<file path="src/rtl/hm01b0_pkg.sv">
// ============================================================================
//  Module      : hm01b0_pkg
//  Description : Shared geometry constants, FSM encoding and skid entry type
//                for the hm01b0 stripe buffer readers.
//  Revision    : 1.0  initial release
// ============================================================================
`default_nettype none

package hm01b0_pkg;

    localparam int IMAGE_WIDTH       = 320;
    localparam int STRIPE_ROWS       = 8;
    localparam int NUM_EBRS          = 5;
    localparam int BLOCKS_PER_EBR    = 8;
    localparam int EBR_ROW_STRIDE    = 64;
    localparam int EBR_ADDR_W        = 9;
    localparam int BLOCKS_PER_STRIPE = NUM_EBRS * BLOCKS_PER_EBR;
    localparam int SKID_W            = 20;

    typedef logic [1:0] state_t;
    localparam state_t ST_IDLE   = 2'd0;
    localparam state_t ST_STREAM = 2'd1;
    localparam state_t ST_DRAIN  = 2'd2;

    typedef struct packed {
        logic [7:0] pixel;
        logic [5:0] block_index;
        logic [5:0] pixel_index;
    } skid_entry_t;

endpackage

`default_nettype wire

</file>
<file path="src/rtl/block_reader_skid_fifo.sv">
// ============================================================================
//  Module      : block_reader_skid_fifo
//  Description : Two-entry FIFO holding returned pixels plus their indices.
//  Revision    : 1.0  initial release
// ============================================================================
`default_nettype none

module block_reader_skid_fifo
    import hm01b0_pkg::*;
(
    input  logic        clk,
    input  logic        rst,
    input  logic        i_push,
    input  logic        i_pop,
    input  skid_entry_t i_push_data,
    output skid_entry_t o_head_data,
    output logic [1:0]  o_occupancy
);

    skid_entry_t r_mem [2];
    logic        r_wr_ptr;
    logic        r_rd_ptr;
    logic [1:0]  r_count;

    always_ff @(posedge clk) begin
        if (i_push) begin
            r_mem[r_wr_ptr] <= i_push_data;
        end
    end

    always_ff @(posedge clk) begin
        if (rst) begin
            r_wr_ptr <= 1'b0;
            r_rd_ptr <= 1'b0;
            r_count  <= 2'd0;
        end else begin
            if (i_push) begin
                r_wr_ptr <= ~r_wr_ptr;
            end
            if (i_pop) begin
                r_rd_ptr <= ~r_rd_ptr;
            end
            case ({i_push, i_pop})
                2'b10:   r_count <= r_count + 2'd1;
                2'b01:   r_count <= r_count - 2'd1;
                default: r_count <= r_count;
            endcase
        end
    end

    assign o_head_data = r_mem[r_rd_ptr];
    assign o_occupancy = r_count;

endmodule

`default_nettype wire

</file>
<file path="src/rtl/hm01b0_block_reader.sv">
// ============================================================================
//  Module      : hm01b0_block_reader
//  Description : Reads a filled stripe buffer back in 8x8 block order and
//                streams the pixels over a valid/ready interface.
//  Revision    : 1.0  initial release
// ============================================================================
`default_nettype none

module hm01b0_block_reader
    import hm01b0_pkg::*;
(
    input  logic                  clock,
    input  logic                  reset,
    input  logic                  stripe_start,
    input  logic                  stripe_buffer,
    output logic [2:0]            ebr_block_select,
    output logic                  ebr_buffer_select,
    output logic [EBR_ADDR_W-1:0] ebr_raddr,
    output logic                  ebr_rden,
    input  logic [7:0]            ebr_rdata,
    output logic [7:0]            out_pixel,
    output logic                  out_valid,
    input  logic                  out_ready,
    output logic [5:0]            out_block_index,
    output logic [5:0]            out_pixel_index,
    output logic                  out_last_in_block,
    output logic                  out_last_in_stripe,
    output logic                  busy,
    output logic                  overrun
);

    state_t      r_state;
    logic [2:0]  r_ebr;
    logic [2:0]  r_blk;
    logic [2:0]  r_row;
    logic [2:0]  r_col;
    logic        r_buffer;
    logic        r_overrun;
    logic        r_rd_pending;
    logic [5:0]  r_pend_blk;
    logic [5:0]  r_pend_pix;

    logic [1:0]  w_occ;
    logic [1:0]  w_outstanding;
    logic        w_issue;
    logic        w_last_read;
    logic        w_accept;
    logic        w_push;
    logic        w_pop;
    skid_entry_t w_arrive;
    skid_entry_t w_head;
    skid_entry_t w_out;

    // A read may only issue if its data is guaranteed a FIFO slot on return.
    assign w_outstanding = w_occ + {1'b0, r_rd_pending};
    assign w_issue       = (r_state == ST_STREAM) && (w_outstanding < 2'd2);
    assign w_last_read   = (r_ebr == 3'(NUM_EBRS - 1)) && (r_blk == 3'(BLOCKS_PER_EBR - 1))
                         && (r_row == 3'd7) && (r_col == 3'd7);

    assign w_arrive = '{pixel: ebr_rdata, block_index: r_pend_blk, pixel_index: r_pend_pix};
    assign w_out    = (w_occ != 2'd0) ? w_head : w_arrive;

    assign out_valid = (w_occ != 2'd0) || r_rd_pending;
    assign w_accept  = out_valid && out_ready;
    // Returning data bypasses the FIFO only when nothing is queued ahead of it and it is taken now.
    assign w_push    = r_rd_pending && !((w_occ == 2'd0) && w_accept);
    assign w_pop     = w_accept && (w_occ != 2'd0);

    block_reader_skid_fifo u_skid (
        .clk         (clock),
        .rst         (reset),
        .i_push      (w_push),
        .i_pop       (w_pop),
        .i_push_data (w_arrive),
        .o_head_data (w_head),
        .o_occupancy (w_occ)
    );

    always_ff @(posedge clock) begin
        if (reset) begin
            r_state      <= ST_IDLE;
            r_ebr        <= 3'd0;
            r_blk        <= 3'd0;
            r_row        <= 3'd0;
            r_col        <= 3'd0;
            r_buffer     <= 1'b0;
            r_overrun    <= 1'b0;
            r_rd_pending <= 1'b0;
            r_pend_blk   <= 6'd0;
            r_pend_pix   <= 6'd0;
        end else begin
            r_rd_pending <= w_issue;
            if (stripe_start && (r_state != ST_IDLE)) begin
                r_overrun <= 1'b1;
            end
            if (w_issue) begin
                r_pend_blk <= {r_ebr, r_blk};
                r_pend_pix <= {r_row, r_col};
            end
            case (r_state)
                ST_IDLE: begin
                    if (stripe_start) begin
                        r_buffer <= stripe_buffer;
                        r_ebr    <= 3'd0;
                        r_blk    <= 3'd0;
                        r_row    <= 3'd0;
                        r_col    <= 3'd0;
                        r_state  <= ST_STREAM;
                    end
                end
                ST_STREAM: begin
                    if (w_issue) begin
                        if (w_last_read) begin
                            r_state <= ST_DRAIN;
                        end else begin
                            r_col <= r_col + 3'd1;
                            if (r_col == 3'd7) begin
                                r_row <= r_row + 3'd1;
                                if (r_row == 3'd7) begin
                                    r_blk <= r_blk + 3'd1;
                                    if (r_blk == 3'(BLOCKS_PER_EBR - 1)) begin
                                        r_ebr <= r_ebr + 3'd1;
                                    end
                                end
                            end
                        end
                    end
                end
                ST_DRAIN: begin
                    if (w_accept && out_last_in_stripe) begin
                        r_state <= ST_IDLE;
                    end
                end
                default: r_state <= ST_IDLE;
            endcase
        end
    end

    assign ebr_block_select   = r_ebr;
    assign ebr_buffer_select  = r_buffer;
    assign ebr_raddr          = {r_row, r_blk, r_col};
    assign ebr_rden           = w_issue;
    assign busy               = (r_state != ST_IDLE);
    assign overrun            = r_overrun;

    assign out_pixel          = out_valid ? w_out.pixel       : 8'd0;
    assign out_block_index    = out_valid ? w_out.block_index : 6'd0;
    assign out_pixel_index    = out_valid ? w_out.pixel_index : 6'd0;
    assign out_last_in_block  = out_valid && (w_out.pixel_index == 6'd63);
    assign out_last_in_stripe = out_valid && (w_out.pixel_index == 6'd63)
                              && (w_out.block_index == 6'(BLOCKS_PER_STRIPE - 1));

endmodule

`default_nettype wire
</file>
<file path="config.mk">
export PLATFORM = sky130hd
export DESIGN_NAME = hm01b0_block_reader
export DESIGN_NICKNAME = d
export VERILOG_FILES = /design/src/rtl/hm01b0_pkg.sv /design/src/rtl/block_reader_skid_fifo.sv /design/src/rtl/hm01b0_block_reader.sv
export SDC_FILE = /design/constraint.sdc
export NUM_CORES = 1
export LEC_CHECK = 0
export CORE_ASPECT_RATIO = 1.2
export CORE_MARGIN = 8
export CORE_UTILIZATION = 40
export DETAILED_ROUTE_END_ITERATION = 8
export GPL_TIMING_DRIVEN = 0
export HOLD_SLACK_MARGIN = 0.15
export SYNTH_ARGS = -nofsm -noshare
export SYNTH_HDL_FRONTEND = slang
export SYNTH_SLANG_ARGS = --single-unit
</file>
<file path="constraint.sdc">
create_clock -name clock -period 2.9 [get_ports clock]
set_clock_uncertainty 0.1 [all_clocks]
set_input_delay 0.725 -clock clock [delete_from_list [all_inputs] [get_ports clock]]
set_output_delay 0.725 -clock clock [all_outputs]
set_load 0.05 [all_outputs]
</file>
==> metrics.log, run 1 <==
[metrics] Required @ worst endpoint: 2080 ps
[metrics] # setup viols final: 2
[metrics] total area of multi-input combinational cells: 1400 sq um
[metrics] reported leakage power: 0.00159 uW
[metrics] leading cell type in the layout, fill and taps excluded: sky130_fd_sc_hd__edfxtp_1
[metrics] weighted congestion reported at the end of routability-driven placement: 0.810
[metrics] grt ovf: 0
[metrics] Placed Cells incl. Taps: 434
[metrics] fin cells: 451
[metrics] element type at the critical path start: register
[metrics] Slew @ Worst Pin: 1010 ps
[metrics] CP endpoint kind: output pin
[metrics] path type of the worst setup path: reg2out
[metrics] number of register bits inferred by synthesis: 74
[metrics] area enclosed by the die boundary: 11,400 sq um
[metrics] class of the most critical hold timing path: reg2reg
[metrics] layout overhead on the synthesized area: 28.4%
[metrics] share of layout cells above drive strength 1: 19.9%
[metrics] CTS tree: yes
[metrics] vertical die dimension: 116 um
[metrics] final net count: 373
[metrics] status: complete, but fails checks
[metrics] min Tclk post-route: 3020 ps
[metrics] number of routed nets with antenna violations: 0
[metrics] count of vias placed by the detailed router: 2,293
[metrics] initial antenna violation count: 0
[metrics] hold slack: 371 ps
[metrics] Net Count, Synth: 309
[metrics] number of cell rows: 36
[metrics] asr flop ratio synth: 0%
[metrics] PD cells: 643 nW/um^2
[metrics] hold bufs inserted after CTS: 0
[metrics] commonest cells after routing, fill and taps aside: 40 x sky130_fd_sc_hd__edfxtp_1, 39 x sky130_fd_sc_hd__nor2_1, 34 x sky130_fd_sc_hd__mux2i_1
[metrics] Max-cap violations: 0
[metrics] cell area after technology mapping: 3300 sq um
[metrics] average detailed-routed wire length per instance: 16.3 um
[metrics] arrival time at the worst endpoint: 2190 ps
[metrics] RSZ-0062 raised after global routing: yes
[metrics] Max Transition Viols Final: 0
[metrics] Root Driver: sky130_fd_sc_hd__clkbuf_8
[metrics] failing checks: setup timing
[metrics] Syn Inst Count: 287
[metrics] mean post-synth cell area: 11.5 sq um
[metrics] via count of the first global-routing pass: 2,333
[metrics] critical path peak fanout: 10
[metrics] number of optimization iterations in the first detailed-route pass: 4
[metrics] area of all sequential standard cells: 1880 sq um
[metrics] setup total negative slack: -162 ps
[metrics] total clock buffers created by CTS: 9
[metrics] fill count: 726
[metrics] DRT iter0 DRCs: 102
[metrics] post-DP HPWL: 5340 um
[metrics] Sink Count: 74
[metrics] antenna diode instance count: 0
[metrics] clock transition at the registers of the reported paths: 70 ps
[metrics] final worst path period share: 104%
[metrics] effective utilization at floorplan: 41.0%
[metrics] Skew-Pair Late Insertion Delay: 340 ps
[metrics] predominant post-synthesis flop cell: sky130_fd_sc_hd__edfxtp_1
[metrics] Max-slew headroom: 32.9%
[metrics] vias per cell: 5.08
[metrics] Achievable Freq: 332 MHz
[metrics] DRC errors left: 0
[metrics] Die W: 99.0 um
[metrics] number of primary I/O pins: 52
[metrics] global-route wire length before repair: 11,700 um
[metrics] maximum ir drop on the vdd rail: 0.301 mV
[metrics] Port Buffers: 51
[metrics] sequential area share after synthesis: 57.0%
[metrics] number of unique standard cell types used by synthesis: 43
[metrics] maximum number of pins on one net before global-route repair: 21
[metrics] final design utilization: 52.6%
[metrics] placeable core area: 8060 sq um
[metrics] total routed wirelength: 7330 um
[metrics] GRT Overall Usage: 13.2%
[metrics] maximum root-to-sink buffer count: 2
[metrics] count of flip-flops with a built-in enable after synthesis: 40
[metrics] final hold violation count: 0
[metrics] post-layout worst setup margin: -117 ps
[metrics] CTS H-tree lvls: 3
[metrics] YS warnings: 0
[worst paths after layout]
check / startpoint / to / slack [ps] / cells past startpoint
worst max-delay path: register / out_last_in_stripe / -120 / 7
worst min-delay path: overrun / overrun / 370 / 2
worst max register to register: r_row[0] / r_blk[0] / 310 / 7
worst min register to register: overrun / overrun / 370 / 2
[power by group]
group | total [uW] | switching [uW] | leakage, uW | internal (uW)
clock network | 717 | 384 | 0.0000882 | 333
registers | 1170 | 27.7 | 0.000645 | 1140
logic | 841 | 543 | 0.000861 | 298
total | 2730 | 954 | 0.00159 | 1770
[synth_stat cells (2+ instances only)]
library cell / n / area share (%)
sky130_fd_sc_hd__nand2b_1: 4 / 0.76
sky130_fd_sc_hd__nor3b_1: 4 / 0.91
sky130_fd_sc_hd__o21ai_0: 14 / 2.1
sky130_fd_sc_hd__a21oi_1: 13 / 2.0
sky130_fd_sc_hd__nand3_1: 9 / 1.4
sky130_fd_sc_hd__and2_1: 2 / 0.38
sky130_fd_sc_hd__dfxtp_1: 34 / 21
sky130_fd_sc_hd__buf_2: 6 / 0.91
sky130_fd_sc_hd__clkbuf_1: 6 / 0.68
sky130_fd_sc_hd__or2_2: 2 / 0.38
sky130_fd_sc_hd__mux2_2: 8 / 2.7
sky130_fd_sc_hd__nor3_1: 4 / 0.61
sky130_fd_sc_hd__xor2_1: 4 / 1.1
sky130_fd_sc_hd__edfxtp_1: 40 / 36
sky130_fd_sc_hd__inv_1: 8 / 0.91
sky130_fd_sc_hd__mux2i_1: 36 / 11
sky130_fd_sc_hd__nor2_1: 42 / 4.8
sky130_fd_sc_hd__and3_1: 3 / 0.57
sky130_fd_sc_hd__nand3b_1: 4 / 0.91
sky130_fd_sc_hd__ha_1: 9 / 3.4
sky130_fd_sc_hd__nor2b_1: 2 / 0.38
sky130_fd_sc_hd__nand2_1: 12 / 1.4
[registers in the layout (all words and copies together) (netlist names), named ones only]
name	cells
u_skid.r_wr_ptr	1
u_skid.r_rd_ptr	1
u_skid.r_mem	40
overrun	1
ebr_buffer_select	1
r_col	3
r_pend_pix	6
ebr_block_select	3
r_rd_pending	1
u_skid.o_occupancy	2
r_blk	3
r_row	3
r_pend_blk	6
r_state	2
[metal layers]
| metal | share of wire (%) | global-route usage, % | up-vias |
|---|---|---|---|
| li1 | - | - | 1155 |
| met1 | 44 | 14.9 | 1078 |
| met2 | 48 | 22.3 | 51 |
| met3 | 5.6 | 4.39 | 9 |
| met4 | 1.9 | 5.74 | 0 |
| met5 | 0 | 0 | - |
[stage by stage]
step / setup WS, ps / area, sq um / power (uW)
after floorplan: 6.27 / 3310 / 1750
after global placement: -823 / 3940 / 1980
after detailed placement: -813 / 3960 / 1990
after CTS: -127 / 4230 / 2750
after global routing: -200 / 4240 / 2850
final: -117 / 4240 / 2730
[layout make-up]
class	instances	share of cell area [%]
Tap cell	95	2.80
Sequential cell	74	44.4
Clock inverter	6	1.00
Multi-Input combinational cell	191	32.9
Clock buffer	10	3.24
Buffer	12	1.95
Inverter	8	0.708
Timing Repair Buffer	55	13.0
[critical path: stages, from the launching register on]
cell and delay, ps:
sky130_fd_sc_hd__dfxtp_1 360, sky130_fd_sc_hd__buf_6 180, sky130_fd_sc_hd__mux2_2 340, sky130_fd_sc_hd__mux2i_1 200, sky130_fd_sc_hd__nand3b_1 160, sky130_fd_sc_hd__nor3_4 230
sky130_fd_sc_hd__and3_4 240, sky130_fd_sc_hd__buf_8 140
[kinds of logic after synthesis]
group	Yosys count	synth area share, %
xor gates and xnor gates	5	1.33
DFF	74	57.0
muxes	45	14.1
AOI/OAI and AO/OA	37	7.16
buffers and inverters	22	2.99
adders and majority gates	9	3.41
and+or+nand+nor	95	14.1
[timing repair]
action,4_1_cts,5_1_grt
resized for setup,92,10
pin swaps,4,2
endpoints found under the setup margin,24,11
gates cloned,0,0
setup buffers,3,0
No activity file was read; power rests on OpenSTA's default activity.
==> run 2: changes to the inputs <==
--- a/config.mk
+++ b/config.mk
@@ -11,6 +11,8 @@
 export DETAILED_ROUTE_END_ITERATION = 8
 export GPL_TIMING_DRIVEN = 0
 export HOLD_SLACK_MARGIN = 0.15
+export RECOVER_POWER = 50
+export SKIP_LAST_GASP = 1
 export SYNTH_ARGS = -nofsm -noshare
 export SYNTH_HDL_FRONTEND = slang
 export SYNTH_SLANG_ARGS = --single-unit
==> run 2 against run 1 <==
Effect of this change:
- power is essentially flat
- combinational power is essentially flat
- largest power group unchanged
- the flow still finishes with violations (setup timing)
- final area is the same
==> metrics.log, run 2 (same netlist as run 1, synthesis figures left out) <==
[metrics] DRC errors left: 0
[metrics] Slew @ Worst Pin: 1010 ps
[metrics] sink of the worst hold path: overrun
[metrics] global-route wire length before repair: 11,700 um
[metrics] area enclosed by the die boundary: 11,400 sq um
[metrics] grt ovf: 0
[metrics] weighted congestion reported at the end of routability-driven placement: 0.810
[metrics] RSZ-0062 raised after global routing: yes
[metrics] number of routed nets with antenna violations: 0
[metrics] maximum number of pins on one net before global-route repair: 21
[metrics] reg2reg setup slack: 310 ps
[metrics] total clock buffers created by CTS: 9
[metrics] placeable core area: 8060 sq um
[metrics] CTS H-tree lvls: 3
[metrics] number of flip-flops in the largest register: 40
[metrics] final worst path period share: 104%
[metrics] post-layout worst setup margin: -117 ps
[metrics] hold slack: 371 ps
[metrics] element type at the critical path start: register
[metrics] Biggest register: u_skid.r_mem
[metrics] Max Transition Viols Final: 0
[metrics] PD cells: 642 nW/um^2
[metrics] worst hold path cell count: 2
[metrics] Worst Hold Launch: overrun
[metrics] number of optimization iterations in the first detailed-route pass: 4
[metrics] Max-cap violations: 0
[metrics] Skew-Pair Late Insertion Delay: 340 ps
[metrics] maximum root-to-sink buffer count: 2
[metrics] failing checks: setup timing
[metrics] post-DP HPWL: 5340 um
[metrics] Int Power: 1770 uW
[metrics] # setup viols final: 2
[metrics] status: complete, but fails checks
[metrics] switching power share of the total: 35.0%
[metrics] Reg-to-Reg End: r_blk[0]
[metrics] via count of the first global-routing pass: 2,333
[metrics] Placed Cells incl. Taps: 434
[metrics] layout overhead on the synthesized area: 28.4%
[metrics] share of layout cells above drive strength 1: 19.9%
[metrics] fin cells: 451
[metrics] worst flop-to-flop path startpoint: r_row[0]
[metrics] final net count: 373
[metrics] CTS tree: yes
[metrics] min Tclk post-route: 3020 ps
[metrics] sequential power share: 42.9%
[metrics] effective utilization at floorplan: 41.0%
[metrics] GRT Overall Usage: 13.2%
[metrics] switching power of the nets: 954 uW
[metrics] final hold violation count: 0
[metrics] Power, Total: 2720 uW
[metrics] leading cell type in the layout, fill and taps excluded: sky130_fd_sc_hd__edfxtp_1
[metrics] maximum ir drop on the vdd rail: 0.301 mV
[metrics] CP endpoint kind: output pin
[metrics] initial antenna violation count: 0
[metrics] arrival time at the worst endpoint: 2190 ps
[metrics] worst slack at placement: -813 ps
[metrics] clock transition at the registers of the reported paths: 70 ps
[metrics] reported leakage power: 0.00160 uW
[metrics] vertical die dimension: 116 um
[metrics] total routed wirelength: 7330 um
[metrics] antenna diode instance count: 0
[metrics] class of the most critical hold timing path: reg2reg
[metrics] Max-slew headroom: 32.5%
[metrics] Sink Count: 74
[metrics] DRT iter0 DRCs: 102
[metrics] worst r2r path cells: 7
[metrics] path type of the worst setup path: reg2out
[metrics] Required @ worst endpoint: 2080 ps
[metrics] critical path peak fanout: 10
[metrics] number of cell rows: 36
[metrics] Root Driver: sky130_fd_sc_hd__clkbuf_8
[metrics] Clk pwr share: 26.3%
[metrics] commonest cells after routing, fill and taps aside: 40 x sky130_fd_sc_hd__edfxtp_1, 39 x sky130_fd_sc_hd__nor2_1, 34 x sky130_fd_sc_hd__mux2i_1
[metrics] Achievable Freq: 331 MHz
[metrics] average detailed-routed wire length per instance: 16.3 um
[metrics] Comb pwr share: 30.8%
[metrics] leading registers by flop count: u_skid.r_mem (40), r_pend_blk (6), r_pend_pix (6)
[metrics] final design utilization: 52.6%
[metrics] count of vias placed by the detailed router: 2,294
[metrics] Die W: 99.0 um
[metrics] vias per cell: 5.09
[metrics] number of primary I/O pins: 52
[metrics] Port Buffers: 51
[run 2: cell types whose count changed in the layout (fill, tap and decap cells not counted)]
cell                              previous run  this run
sky130_fd_sc_hd__clkdlybuf4s50_1            27        18
sky130_fd_sc_hd__dlygate4sd3_1               0         9
[run 2: worst max path at each step]
stage | from | slack (ps) | endpoint
3_3_place_gp | u_skid.o_occupancy[0] | -820 | out_last_in_stripe
2_1_floorplan | u_skid.o_occupancy[0] | 6 | out_last_in_stripe
3_5_place_dp | u_skid.o_occupancy[0] | -810 | out_last_in_stripe
6_report | register | -120 | out_last_in_stripe
5_1_grt | u_skid.o_occupancy[0] | -200 | out_last_in_stripe
4_1_cts | register | -160 | out_last_in_stripe
[run 2: layout make-up]
type | instances | area, sq um
clock buffer | 10 | 138
tap | 95 | 119
timing repair buffer | 55 | 551
inverter | 8 | 30.0
sequential | 74 | 1880
fill | 726 | 3820
multi-input combinational | 191 | 1400
buffer | 12 | 82.6
clock inverter | 6 | 42.5
[run 2: critical path: stages, from the launching register on]
cell                       delay (ps)
sky130_fd_sc_hd__dfxtp_1          360
sky130_fd_sc_hd__buf_6            180
sky130_fd_sc_hd__mux2_2           340
sky130_fd_sc_hd__mux2i_1          200
sky130_fd_sc_hd__nand3b_1         160
sky130_fd_sc_hd__nor3_4           230
sky130_fd_sc_hd__and3_4           240
sky130_fd_sc_hd__buf_8            140
[run 2: layer usage]
metal,vias up,track usage (%),part of all wire [%]
met1,1079,14.9,44
met3,9,4.39,5.6
met5,-,0,0
met2,51,22.4,48
met4,0,5.74,1.9
li1,1155,-,-
[run 2: what timing repair did]
action                                  4_1_cts  5_1_grt
endpoints found under the setup margin       24       11
resized for setup                            92       10
hold buffers                                  0        0
setup buffers                                 3        0
pin swaps                                     3        3
[run 2: power groups by stage]
stage	clock network, uW	logic, uW	registers (uW)
3_3_place_gp	0	802	1180
6_report	717	838	1170
4_1_cts	736	843	1170
2_1_floorplan	0	548	1200
5_1_grt	777	896	1170
3_5_place_dp	0	811	1180
[run 2: through the flow]
step	cell area, sq um	setup TNS [ps]
4_1_cts	4230	-237
5_1_grt	4240	-495
2_1_floorplan	3310	0
3_3_place_gp	3940	-16240
6_report	4240	-160
3_5_place_dp	3960	-8070
